$ cat src/rtl/hmj_ld_pkg.sv
// Shared types and constants for the rangefinder distance-to-BCD path.
package hmj_ld_pkg;

    typedef enum logic [1:0] {
        IDLE  = 2'd0,
        SHIFT = 2'd1,
        DONE  = 2'd2
    } hmj_state_e;

    localparam int DIN_W_DEF  = 16;
    localparam int DIGITS_DEF = 5;

    localparam logic [3:0] BCD_BLANK = 4'hF;

endpackage

$ cat src/rtl/hmj_dab_digit.sv
// Per-nibble shift-and-add-3 correction: a digit of 5 or more gets +3 before the next shift.
module hmj_dab_digit (
    input  logic [3:0] i_nib,
    output logic [3:0] o_nib
);

    assign o_nib = (i_nib >= 4'd5) ? (i_nib + 4'd3) : i_nib;

endmodule

$ cat src/rtl/hmj_dist_bcd.sv
// Sequential binary-to-BCD converter with one-deep pending buffer, drop pulse and stale-link flag.
// Define HMJ_LD_LZB_EN to blank leading zeros in the two top digits of o_bcd.
module hmj_dist_bcd
    import hmj_ld_pkg::*;
#(
    parameter int DIN_W        = DIN_W_DEF,
    parameter int DIGITS       = DIGITS_DEF,
    parameter int STALE_CYCLES = 50_000_000
) (
    input  logic                  i_sys_clk,
    input  logic                  i_reset,
    input  logic                  i_dist_vld,
    input  logic [DIN_W-1:0]      i_dist,
    output logic [DIGITS*4-1:0]   o_bcd,
    output logic                  o_bcd_vld,
    output logic                  o_busy,
    output logic                  o_drop,
    output logic                  o_stale
);

    localparam int BCD_W = DIGITS * 4;
    localparam int SR_W  = BCD_W + DIN_W;
    localparam int CNT_W = $clog2(DIN_W + 1);
    localparam int STL_W = $clog2(STALE_CYCLES + 1);

    localparam logic [CNT_W-1:0] CNT_LAST = CNT_W'(DIN_W - 1);
    localparam logic [STL_W-1:0] STL_MAX  = STL_W'(STALE_CYCLES);

    hmj_state_e         r_state;
    hmj_state_e         w_state_nxt;
    logic [CNT_W-1:0]   r_cnt;
    logic [SR_W-1:0]    r_sr;
    logic [DIN_W-1:0]   r_pend;
    logic               r_pend_vld;
    logic [BCD_W-1:0]   r_bcd;
    logic               r_bcd_vld;
    logic               r_drop;
    logic [STL_W-1:0]   r_stale_cnt;

    logic               w_load;
    logic               w_load_pend;
    logic               w_pend_wr;
    logic               w_drop;
    logic [BCD_W-1:0]   w_corr;
    logic [SR_W-1:0]    w_sr_shift;
    logic [BCD_W-1:0]   w_bcd_field;
    logic [BCD_W-1:0]   w_bcd_fmt;

    genvar g;
    generate
        for (g = 0; g < DIGITS; g++) begin : g_dig
            hmj_dab_digit u_dig (
                .i_nib (r_sr[DIN_W + 4*g +: 4]),
                .o_nib (w_corr[4*g +: 4])
            );
        end
    endgenerate

    // Correct every digit first, then shift the whole register one place.
    assign w_sr_shift  = {w_corr, r_sr[DIN_W-1:0]} << 1;
    assign w_bcd_field = r_sr[SR_W-1:DIN_W];

`ifdef HMJ_LD_LZB_EN
    function automatic logic [BCD_W-1:0] f_blank(input logic [BCD_W-1:0] v);
        logic [BCD_W-1:0] r;
        r = v;
        if (v[BCD_W-1 -: 4] == 4'd0) begin
            r[BCD_W-1 -: 4] = BCD_BLANK;
            if (v[BCD_W-5 -: 4] == 4'd0)
                r[BCD_W-5 -: 4] = BCD_BLANK;
        end
        return r;
    endfunction

    assign w_bcd_fmt = f_blank(w_bcd_field);
`else
    assign w_bcd_fmt = w_bcd_field;
`endif

    always_comb begin
        w_state_nxt = r_state;
        w_load      = 1'b0;
        w_load_pend = 1'b0;
        case (r_state)
            IDLE: begin
                if (i_dist_vld) begin
                    w_load      = 1'b1;
                    w_state_nxt = SHIFT;
                end
            end
            SHIFT: begin
                if (r_cnt == CNT_LAST)
                    w_state_nxt = DONE;
            end
            DONE: begin
                if (r_pend_vld) begin
                    w_load      = 1'b1;
                    w_load_pend = 1'b1;
                    w_state_nxt = SHIFT;
                end else if (i_dist_vld) begin
                    w_load      = 1'b1;
                    w_state_nxt = SHIFT;
                end else begin
                    w_state_nxt = IDLE;
                end
            end
            default: w_state_nxt = IDLE;
        endcase
    end

    // A sample arriving in DONE with a full buffer replaces a word consumed that same cycle.
    assign w_pend_wr = i_dist_vld && ((r_state == SHIFT) || (r_state == DONE && r_pend_vld));
    assign w_drop    = i_dist_vld && (r_state == SHIFT) && r_pend_vld;

    always_ff @(posedge i_sys_clk or posedge i_reset) begin
        if (i_reset)
            r_state <= IDLE;
        else
            r_state <= w_state_nxt;
    end

    always_ff @(posedge i_sys_clk or posedge i_reset) begin
        if (i_reset) begin
            r_cnt      <= '0;
            r_pend_vld <= 1'b0;
            r_bcd      <= '0;
            r_bcd_vld  <= 1'b0;
            r_drop     <= 1'b0;
        end else begin
            if (w_load)
                r_cnt <= '0;
            else if (r_state == SHIFT)
                r_cnt <= r_cnt + CNT_W'(1);

            if (w_pend_wr)
                r_pend_vld <= 1'b1;
            else if (r_state == DONE)
                r_pend_vld <= 1'b0;

            r_bcd_vld <= (r_state == DONE);
            if (r_state == DONE)
                r_bcd <= w_bcd_fmt;

            r_drop <= w_drop;
        end
    end

    always_ff @(posedge i_sys_clk) begin
        if (w_load)
            r_sr <= {{BCD_W{1'b0}}, (w_load_pend ? r_pend : i_dist)};
        else if (r_state == SHIFT)
            r_sr <= w_sr_shift;

        if (w_pend_wr)
            r_pend <= i_dist;
    end

    always_ff @(posedge i_sys_clk or posedge i_reset) begin
        if (i_reset)
            r_stale_cnt <= '0;
        else if (i_dist_vld)
            r_stale_cnt <= '0;
        else if (r_stale_cnt != STL_MAX)
            r_stale_cnt <= r_stale_cnt + STL_W'(1);
    end

    assign o_bcd     = r_bcd;
    assign o_bcd_vld = r_bcd_vld;
    assign o_busy    = (r_state != IDLE);
    assign o_drop    = r_drop;
    assign o_stale   = (r_stale_cnt == STL_MAX);

endmodule
$ cat config.mk
export PLATFORM = sky130hd
export DESIGN_NAME = hmj_dist_bcd
export DESIGN_NICKNAME = d
export VERILOG_FILES = /design/src/rtl/hmj_ld_pkg.sv /design/src/rtl/hmj_dab_digit.sv /design/src/rtl/hmj_dist_bcd.sv
export SDC_FILE = /design/constraint.sdc
export NUM_CORES = 1
export LEC_CHECK = 0
export ABC_AREA = 1
export BUFFER_PORTS_ARGS = -buffer_cell sky130_fd_sc_hd__buf_4
export CORE_ASPECT_RATIO = 2
export CORE_MARGIN = 5
export CORE_UTILIZATION = 40
export DETAILED_ROUTE_END_ITERATION = 10
export PLACE_DENSITY_LB_ADDON = 0.05
export SLEW_MARGIN = 20
export SYNTH_ARGS = -nofsm -noshare
export SYNTH_HDL_FRONTEND = slang
export SYNTH_SLANG_ARGS = --single-unit
$ cat constraint.sdc
create_clock -name i_sys_clk -period 6 [get_ports i_sys_clk]
set_input_delay 1.5 -clock i_sys_clk [delete_from_list [all_inputs] [get_ports i_sys_clk]]
set_output_delay 1.5 -clock i_sys_clk [all_outputs]
set_load 0.005 [all_outputs]
# Word level (Yosys, flattened, before mapping)
# Index checks and enable logic that the tools add are counted.
# word_totals
regBits	108
latchBits	0
ram_bits	0
romBits	0
in_bits	19
output_inout_bits	24
wordCells	64
n_memories	0
# classes
n_addsub	7
n_mul	0
div	0
n_lt_le_gt_ge	5
eq_ne	7
shift	0
n_mux	24
bitwise	0
n_reduce_logical	11
# op_table
op	count
$mux 26	2
$mux 16	3
$add 26x1->26 const B	1
$eq 26x26->1 const B	1
$ne 26x26->1 const B	1
$ge 4x3->1 const B	5
$add 4x2->4 const B	4
$mux 4	4
$mux 5	2
$mux 1	8
$reduce_bool 2->1	4
$pmux 2 s3	1
$add 5x1->5 const B	1
$eq 5x4->1 const B	1
$logic_and 1x1->1	4
$mux 2	2
$ne 2x2->1 const B	2
$add 3x2->3 const B	1
$mux 3	1
$eq 2x1->1 const B	1
$eq 2x2->1 const B	1
$logic_not 2->1	1
$pmux 1 s2	1
$reduce_and 2->1	1
$logic_or 1x1->1	1

# Depth between registers and ports, before layout
# Gate-level depths: netlist (run 1).
# logic_depth
ltp_word	5
ltp_mapped	10

# By module
# From an unflattened synthesis (run 1), not the netlist that was laid out.
# unflattened
cells_unflattened	706
area_unflattened_um2	5605.4
# modules_own_cells
module	n_inst	cells_per_inst	area_per_inst_um2	seq_area_each_um2
hmj_dist_bcd	1	591	4929.7	2762.6
hmj_dab_digit	5	23	135.1	0.0

# Worst setup path before layout (run 1)
# Ideal clock, no wire load.
# synth_path
path_kind	input -> register
start	input i_dist_vld
end	register r_pend[0], enable pin
setup_ns	0.395
arrival_ns	2.617
setup_slack_ns	2.987
stages	3
path_buffers	1
cell_sequence	buf_2 inv_1 a21oi_1
# synth_between
elab_chain_cells	1
# synth_rtl
item	line	source
from (decl)	hmj_dist_bcd.sv:12	input logic i_dist_vld,
$logic_and 1x1->1	hmj_dist_bcd.sv:112	assign w_pend_wr = i_dist_vld && ((r_state == SHIFT) || (r_state == DONE && r_pend_vld));
named net w_pend_wr	hmj_dist_bcd.sv:42	logic w_pend_wr;
to (signal assigned)	hmj_dist_bcd.sv:155	r_pend <= i_dist;
to (decl)	hmj_dist_bcd.sv:33	logic [DIN_W-1:0] r_pend;
# The timed path passes the listed nets, and every way through them passes these cells.
# A chain may end at the register's enable or synchronous reset.

# Worst setup path in the final report (run 1)
# layout_path
start	register r_stale_cnt[21]
end	output o_stale
# layout_between
elab_chain_cells	1
# layout_rtl
item	line	source
from (decl)	hmj_dist_bcd.sv:38	logic [STL_W-1:0] r_stale_cnt;
from (signal assigned)	hmj_dist_bcd.sv:164	r_stale_cnt <= r_stale_cnt + STL_W'(1);
$eq 26x26->1	hmj_dist_bcd.sv:171	assign o_stale = (r_stale_cnt == STL_MAX);
to (decl)	hmj_dist_bcd.sv:18	output logic o_stale
# Every way passes these cells.

==> impl_metrics.yaml, run 1 <==
grt:
  antenna_found_initial: 0
  grt_use_total_pct: 16.45
  first_global_vias: 4225
  met3_usage_pct: 2.976
  overflow: 0
  grt_pass1_wl_um: 20380
  gr-max-usage-layer: "met2"
  met1_usage_pct: 16.56
  grt_use_met2_pct: 31.97
  grt_max_degree: 57
cts:
  cts_resized: 0
  cts_buffers: 9
  clk_latency_ns: 0.35
  clkSinkCount: 108
  cts_setup_buffers: 0
  cts-root-buf: "clkbuf_16"
  clk_pin_slew_ns: 0.07
  clockBufferDepth: 2
  holdBufCountCts: 0
  cts_tree: "done"
  htree_levels: 3
sta:
  post-route-period-util_pct: 54.39
  drv_slew: 0
  rsz0062_at_grt: "no"
  setup_slack_ns: 2.737
  finalSetupTns_ns: 0
  max_slew.worst_pin.slew_ns: 0.8324
  whs_ns: 0.4645
  fmax_mhz: 306.4
  setup_viol: 0
  skew_ns: 0.01357
  hold_viol_final: 0
  final.min_clock_period_ns: 3.263
  slew_headroom_pct: 44.45
status:
  status: "complete, no violations"
worst_setup_path:
  slowest_delay_ns: 0.44
  cp-start-kind: "flip-flop"
  cpMaxStageDelayCell: "dfrtp_1"
  cp.required_ns: 4.50
  crit_type: "reg2out"
  worstSetupEndpointType: "output port"
  worstPathArrival_ns: 1.76
  crit_chain: "nand2_1, nor2_1, nand3_1, nor4_1, buf_4"
  worstPathMaxFanout: 4
floorplanning:
  ios: 43
  fp.dieW_um: 90.86
  die_h_um: 171.7
  start_util_pct: 40.48
  num_rows: 59
  dieArea_mm2: 0.01560
  coreArea_mm2: 0.01292
route:
  ant_nets: 0
  drt_iter0_drc: 154
  routed_wl_um: 12570
  routedWlPerCell_um: 15.09
  vias_per_cell: 5.059
  firstDrtPassIters: 4
  drc: 0
  vias: 4214
layout:
  fin_nets: 709
  areaGrowthSynthToFinish_pct: 13.76
  num_antenna_cells: 0
  fill_cells: 1275
  stdcell_count: 833
  drive_above_1_share_pct: 11.45
  final_cell_area_mm2: 0.005949
synthesis:
  yosys.cell_types.count: 31
  synth_area_leaders: "dfrtp_1, edfxtp_1, nand2_1"
  syn_nets: 669
  yosys.area.top_type: "dfrtp_1"
  syn-instance-count: 636
  seq_area_frac_synth_pct: 52.82
  yosys_warnings: 0
  synth_top_area_share_pct: 26.79
  ys_ff_latch: 108
  syn_avg_cell_area_um2: 8.223
  syn_area_mm2: 0.005230
placed_design:
  portBuffers: 42
  dp_hpwl_um: 9331
  dpl_cell_area_mm2: 0.005664
  pre_cts_ws_ns: 2.195
  dp.cells: 817
  gp_congestion: 0.9278
worst_hold_path:
  hold_path.class: "reg2reg"
power:
  p_leak_nw: 2.652
  vdd_drop_max_v: 0.0001662
  power_per_cell_area_mw_per_mm2: 267.4
job:
  cap_violations: 0
-- worst max-delay path: cells and delay by family (launching register included) --
family	cells	cell delay, ns
and+or+nand+nor	4	0.82
DFF	1	0.44
buffers and inverters	1	0.16
-- final cells by class --
class / count / area [um2] / area share (%)
Sequential cell: 108 / 2763 / 46.44
Multi-Input combinational cell: 427 / 2053 / 34.51
Timing Repair Buffer: 46 / 345.3 / 5.804
Inverter: 84 / 315.3 / 5.300
Clock buffer: 10 / 229.0 / 3.849
Tap cell: 152 / 190.2 / 3.197
Clock inverter: 6 / 53.80 / 0.9043
-- path summary, 6_finish.rpt --
| path | startpoint | to | slack, ns | cells after the start |
|---|---|---|---|---|
| min in group asynchronous | i_reset | r_stale_cnt[2] | 1.36 | 3 |
| worst max-delay path | r_stale_cnt[21] | o_stale | 2.74 | 5 |
| worst max register to register | r_state[1] | r_sr[0] | 3.58 | 6 |
| worst min register to register | r_sr[31] | r_sr[31] | 0.46 | 2 |
| worst min-delay path | r_sr[31] | r_sr[31] | 0.46 | 2 |
| max in group asynchronous | i_reset | r_stale_cnt[17] | 4.13 | 3 |
-- synthesized netlist by cell type --
cell type / n
or2_2: 4
o21bai_1: 1
a21oi_1: 48
dfrtp_1: 56
inv_2: 4
ha_1: 14
nand2_2: 1
nor3_1: 4
xor2_1: 5
nand2_1: 154
o21ai_0: 66
nor2b_1: 1
nand2_4: 2
edfxtp_1: 32
o21a_1: 1
o22ai_1: 1
a31oi_1: 1
inv_1: 80
o211ai_1: 7
nor4_1: 1
clkbuf_1: 4
buf_6: 2
nor2_1: 67
nor2_4: 1
clkbuf_8: 1
nor2_2: 3
nand4_1: 6
dfxtp_1: 20
nand3_1: 38
buf_2: 10
nor3b_1: 1
-- cells in the final DEF (no fill, tap or decap), types with 9 or more instances in the layout --
cell type,count
clkbuf_16,9
nand2_1,153
nor2_1,67
inv_1,79
o21ai_0,66
dfrtp_1,56
a21oi_1,48
ha_1,14
dfxtp_1,20
nand3_1,38
buf_4,46
edfxtp_1,32
-- registers in the layout, summed over array words and instances (netlist names) --
signal and count:
o_bcd 20, o_bcd_vld 1, o_drop 1, r_cnt 5, r_pend 16, r_pend_vld 1, r_sr 36, r_stale_cnt 26
r_state 2
-- metrics by stage --
stage               power (mW)  utilization, %
floorplan               0.9309               -
global route             1.668           46.05
global placement         1.039           43.85
detailed placement       1.042           43.85
CTS                      1.618           46.03
finish                   1.591           46.05
-- layer usage --
metal	vias up	wire, um
met3	27	378
met5	-	0
met1	1940	4701
met4	0	489
li1	2145	-
met2	102	7000
-- power breakdown --
group	total (mW)	internal [mW]	switching [mW]	leakage (nW)
clock network	0.570	0.290	0.281	0.136
logic	0.159	0.0901	0.0685	1.29
registers	0.862	0.822	0.0396	1.23
total	1.59	1.20	0.389	2.65
-- logic make-up after synthesis --
family,synth area share (%)
xor+xnor,0.8373
fa+ha+maj,3.349
compound gates,12.44
simple gates,22.58
flops,52.82
buf+inv,7.966
Note: power is estimated with default switching activity, not from simulation.
==> run 2, diff against run 1 <==
Settings changed: ABC_AREA 1 to 0.
Clock period 6 ns to 3 ns, I/O delays scaled along.
==> run 2 against run 1 <==
Compared with the run above: sequential cell count unchanged; via count down 15%; wire length down 14%; register-to-register slack worse by 2.7 ns; die area down 5.0%; critical endpoint unchanged; highest routed layer unchanged.
==> impl_metrics.yaml, run 2 <==
cts:
  holdBufCountCts: 0
  clockBufferDepth: 2
  clk_pin_slew_ns: 0.07
  cts_tree: "done"
  clkSinkCount: 108
  cts_setup_buffers: 0
  cts_buffers: 9
  htree_levels: 3
  clk_latency_ns: 0.34
  cts-root-buf: "clkbuf_16"
  cts_resized: 0
worst_setup_path:
  worstSetupEndpointType: "output port"
  worstPathArrival_ns: 1.90
  rr_startpoint: "r_stale_cnt[1]"
  worstPathMaxFanout: 9
  rr_worst_depth: 5
  endpoint: "o_stale"
  slowest_delay_ns: 0.47
  cpMaxStageDelayCell: "dfrtp_1"
  timing.critical_path.buf_inv: 1
  cp-startpoint: "r_stale_cnt[2]"
  cp.required_ns: 2.25
  r2r_slack_ns: 0.89
  worst-path-stages: 4
  crit_chain: "nor4_1, nand4_1, nor4_4, buf_4"
  reg2reg_to: "r_stale_cnt[24]"
  cp-start-kind: "flip-flop"
  crit_family: "simple AND/OR/NAND/NOR gates"
  crit_type: "reg2out"
layout:
  stdcell_count: 683
  layout_commonest_cell: "nand2_1"
  drive_above_1_share_pct: 14.37
  layout_common_cells: "nand2_1, dfrtp_1, buf_4"
  areaGrowthSynthToFinish_pct: 15.03
  largest-register: "r_sr"
  fin_nets: 564
  largest_register_ffs: 36
  num_antenna_cells: 0
route:
  vias_per_cell: 5.269
  firstDrtPassIters: 4
  routedWlPerCell_um: 15.92
  ant_nets: 0
  drc: 0
  drt_iter0_drc: 137
  routed_wl_um: 10870
  vias: 3599
sta:
  max_slew.worst_pin.slew_ns: 0.7409
  setup_viol: 0
  setup_slack_ns: 0.3453
  drv_slew: 0
  final.min_clock_period_ns: 2.655
  post-route-period-util_pct: 88.49
  slew_headroom_pct: 50.60
  skew_ns: 0.007120
  fmax_mhz: 376.7
  finalSetupTns_ns: 0
  whs_ns: 0.4674
  hold_viol_final: 0
  rsz0062_at_grt: "no"
synthesis:
  synthTopCellsByCount: "nand2_1, dfrtp_1, o21ai_0"
  synth_edf_count: 32
  syn_nets: 523
  synth_area_leaders: "dfrtp_1, edfxtp_1, dfxtp_1"
  yosys_warnings: 0
  ys_ff_latch: 108
  syn-instance-count: 490
  synth_top_area_share_pct: 28.35
  syn_area_mm2: 0.004943
  syn_avg_cell_area_um2: 10.09
  synthFlopType: "dfrtp_1"
  yosysMostFrequentCell: "nand2_1"
  yosys.cell_types.count: 39
  async_flop_share_pct: 51.85
  seq_area_frac_synth_pct: 55.88
  yosys.area.top_type: "dfrtp_1"
floorplanning:
  start_util_pct: 40.77
  dieArea_mm2: 0.01482
  die_h_um: 167.2
  fp.dieW_um: 88.61
  num_rows: 57
  ios: 43
  coreArea_mm2: 0.01212
placed_design:
  gp_congestion: 0.8401
  dp_hpwl_um: 7955
  dp.cells: 667
  pre_cts_ws_ns: 0.6296
  portBuffers: 42
grt:
  grt_use_total_pct: 16.02
  grt_use_met2_pct: 28.46
  grt_max_degree: 57
  grt_pass1_wl_um: 18560
  met1_usage_pct: 18.50
  antenna_found_initial: 0
  met3_usage_pct: 2.950
  gr-max-usage-layer: "met2"
  first_global_vias: 3706
  overflow: 0
power:
  power_per_cell_area_mw_per_mm2: 850.1
  vdd_drop_max_v: 0.0003967
  p_leak_nw: 2.476
worst_hold_path:
  hold_path.class: "reg2reg"
status:
  status: "complete, no violations"
job:
  cap_violations: 0
-- run 2: changes by cell type in the layout (fill, tap and decap cells not counted), moves of 7 or more --
cell,previous run,this run
a21oi_1,48,35
xnor2_1,0,15
nand3_1,38,29
mux2_2,0,7
nor2_1,67,27
nand2b_1,0,7
inv_1,79,19
o211ai_1,7,0
nand2_1,153,74
mux2i_1,0,16
o21ai_0,66,50
-- run 2: worst min-delay path by stage --
stage                 to  startpoint  cells past startpoint
6_report       o_bcd[19]    r_sr[35]                      2
5_1_grt         o_bcd[7]    o_bcd[7]                      2
4_1_cts        o_bcd[19]    r_sr[35]                      2
3_5_place_dp   o_bcd[19]    r_sr[35]                      2
3_3_place_gp   o_bcd[19]    r_sr[35]                      2
2_1_floorplan  o_bcd[19]    r_sr[35]                      2
-- run 2: layout make-up --
| cell class | count | area (um2) |
|---|---|---|
| Inverter | 20 | 75.07 |
| Tap cell | 147 | 183.9 |
| Timing Repair Buffer | 52 | 390.4 |
| Fill cell | 1186 | 6437 |
| Multi-Input combinational cell | 340 | 2018 |
| Clock inverter | 2 | 12.51 |
| Clock buffer | 14 | 244.0 |
| Sequential cell | 108 | 2763 |
-- run 2: report_power, final --
part | total (mW) | leakage, nW | internal [mW] | switching [mW]
registers | 2.29 | 1.25 | 2.02 | 0.269
logic | 1.48 | 1.11 | 0.673 | 0.807
clock network | 1.07 | 0.121 | 0.564 | 0.503
total | 4.83 | 2.48 | 3.25 | 1.58
-- run 2: cell families (layout without fill, tap and decap cells) --
family          Yosys count  after routing  synth area share, %
compound gates           92             92                9.643
xor+xnor                 20             20                3.543
buf+inv                  42             88                3.290
mux                      23             23                4.834
simple gates            191            191                19.26
flops                   108            108                55.88
fa+ha+maj                14             14                3.543
-- run 2: tightest hold or removal path: stages (launching register included) --
cell     delay (ns)
dfxtp_1        0.33
nand2_1        0.06
nand2_1        0.04
-- run 2: layer usage --
layer / up-vias / share of wire (%)
li1: 1798 / -
met1: 1716 / 40
met2: 70 / 55
met3: 15 / 2.9
met4: 0 / 2.1
met5: - / 0
-- run 2: metrics by stage --
step | total power, mW | area, um2 | util, %
global placement | 3.784 | 5430 | 44.79
floorplan | 3.267 | 4943 | -
finish | 4.834 | 5687 | 46.90
global route | 5.256 | 5687 | 46.90
detailed placement | 3.839 | 5430 | 44.79
CTS | 4.935 | 5687 | 46.90
==> run 3, diff against run 2 <==
Settings changed: MAX_ROUTING_LAYER from default to met4, SLEW_MARGIN 20 to default.
==> run 3 against run 2 <==
Compared with the run above: combinational power hardly changed; worst hold slack worse by 0.00052 ns; clock-buffer cell count stayed put; critical endpoint unchanged; highest routed layer unchanged.
==> impl_metrics.yaml, run 3 (synthesis results as in run 2) <==
status:
  status: "complete, no violations"
worst_setup_path:
  crit_chain: "nor4_1, nand4_1, nor4_4, buf_4"
  worstPathMaxFanout: 9
  worstSetupEndpointType: "output port"
  cpMaxStageDelayCell: "dfrtp_1"
  cp-start-kind: "flip-flop"
  worstPathArrival_ns: 1.90
  slowest_delay_ns: 0.47
  cp.required_ns: 2.25
  timing.critical_path.buf_inv: 1
  crit_type: "reg2out"
  crit_family: "simple AND/OR/NAND/NOR gates"
grt:
  grt_use_total_pct: 16.52
  antenna_found_initial: 0
  met1_usage_pct: 18.76
  gr-max-usage-layer: "met2"
  grt_use_met2_pct: 28.40
  overflow: 0
  met3_usage_pct: 2.852
  grt_max_degree: 57
  first_global_vias: 3686
  grt_pass1_wl_um: 18550
power:
  p_leak_nw: 2.476
  vdd_drop_max_v: 0.0003968
  power_per_cell_area_mw_per_mm2: 850.3
  clkPwrFrac_pct: 22.1
  finalPower_mw: 4.836
  power_frac_seq_pct: 47.3
  pwr-share-comb_pct: 30.6
  p_int_mw: 3.255
  switching_share_pct: 32.69
  total_switching_power_mw: 1.581
placed_design:
  dpl_cell_area_mm2: 0.005430
  pre_cts_ws_ns: 0.6296
  dp_hpwl_um: 7955
  gp_congestion: 0.8532
  dp.cells: 667
  portBuffers: 42
floorplanning:
  dieArea_mm2: 0.01482
  fp.dieW_um: 88.61
  coreArea_mm2: 0.01212
  ios: 43
  start_util_pct: 40.77
  die_h_um: 167.2
  num_rows: 57
sta:
  post-route-period-util_pct: 88.48
  skew_ns: 0.006247
  setup_slack_ns: 0.3456
  fmax_mhz: 376.7
  hold_viol_final: 0
  finalSetupTns_ns: 0
  final.min_clock_period_ns: 2.654
  setup_viol: 0
  max_slew.worst_pin.slew_ns: 0.7322
  slew_headroom_pct: 51.18
  rsz0062_at_grt: "no"
  whs_ns: 0.4669
  drv_slew: 0
cts:
  cts_setup_buffers: 0
  clockBufferDepth: 2
  cts-root-buf: "clkbuf_16"
  cts_buffers: 9
  clkSinkCount: 108
  clk_latency_ns: 0.34
  htree_levels: 3
  cts_tree: "done"
  clk_pin_slew_ns: 0.07
  holdBufCountCts: 0
  cts_resized: 0
layout:
  layout_common_cells: "nand2_1, dfrtp_1, buf_4"
  num_antenna_cells: 0
  largest-register: "r_sr"
  areaGrowthSynthToFinish_pct: 15.03
  drive_above_1_share_pct: 14.37
  layout_commonest_cell: "nand2_1"
  final_cell_area_mm2: 0.005687
  fill_cells: 1186
  largest_register_ffs: 36
  fin_nets: 564
  stdcell_count: 683
  utilization_pct: 46.90
worst_hold_path:
  hold_path.class: "reg2reg"
route:
  drt_iter0_drc: 158
  firstDrtPassIters: 4
  ant_nets: 0
  routedWlPerCell_um: 15.88
  drc: 0
  vias: 3581
  routed_wl_um: 10850
  vias_per_cell: 5.243
job:
  cap_violations: 0
-- run 3: worst reg2reg max path: stages (launching register included) --
cell and delay (ns):
dfrtp_1 0.45, ha_1 0.27, and4_2 0.30, nand4_1 0.31, or4_1 0.56, a21oi_1 0.15
-- run 3: per-layer routing --
layer / wire length, um / share of wire, %
met1: 4371 / 40
met2: 5963 / 55
met3: 295 / 2.7
met4: 216 / 2.0
met5: 0 / 0
-- run 3: worst paths after layout --
kind / startpoint / end / slack [ns] / depth (start not counted)
max in group asynchronous: i_reset / o_bcd[7] / 1.90 / 3
min in group asynchronous: i_reset / r_stale_cnt[20] / 0.60 / 3
worst min register to register: r_sr[35] / o_bcd[19] / 0.47 / 2
worst max-delay path: r_stale_cnt[2] / o_stale / 0.35 / 4
worst min-delay path: r_sr[35] / o_bcd[19] / 0.47 / 2
worst max register to register: r_stale_cnt[1] / r_stale_cnt[24] / 0.90 / 5
-- run 3: area by class of cell --
| type | count | area (um2) | area share (%) |
|---|---|---|---|
| Inverter | 20 | 75.07 | 1.320 |
| Multi-Input combinational cell | 340 | 2018 | 35.49 |
| Clock buffer | 14 | 244.0 | 4.290 |
| Timing Repair Buffer | 52 | 390.4 | 6.865 |
| Tap cell | 147 | 183.9 | 3.234 |
| Clock inverter | 2 | 12.51 | 0.2200 |
| Sequential cell | 108 | 2763 | 48.58 |
-- run 3: power groups by stage --
stage / sequential (mW) / clock, mW / combinational (mW)
global placement: 2.31 / 0 / 1.47
floorplan: 2.25 / 0 / 1.02
detailed placement: 2.32 / 0 / 1.52
global route: 2.35 / 1.17 / 1.74
finish: 2.29 / 1.07 / 1.48
CTS: 2.30 / 1.11 / 1.53
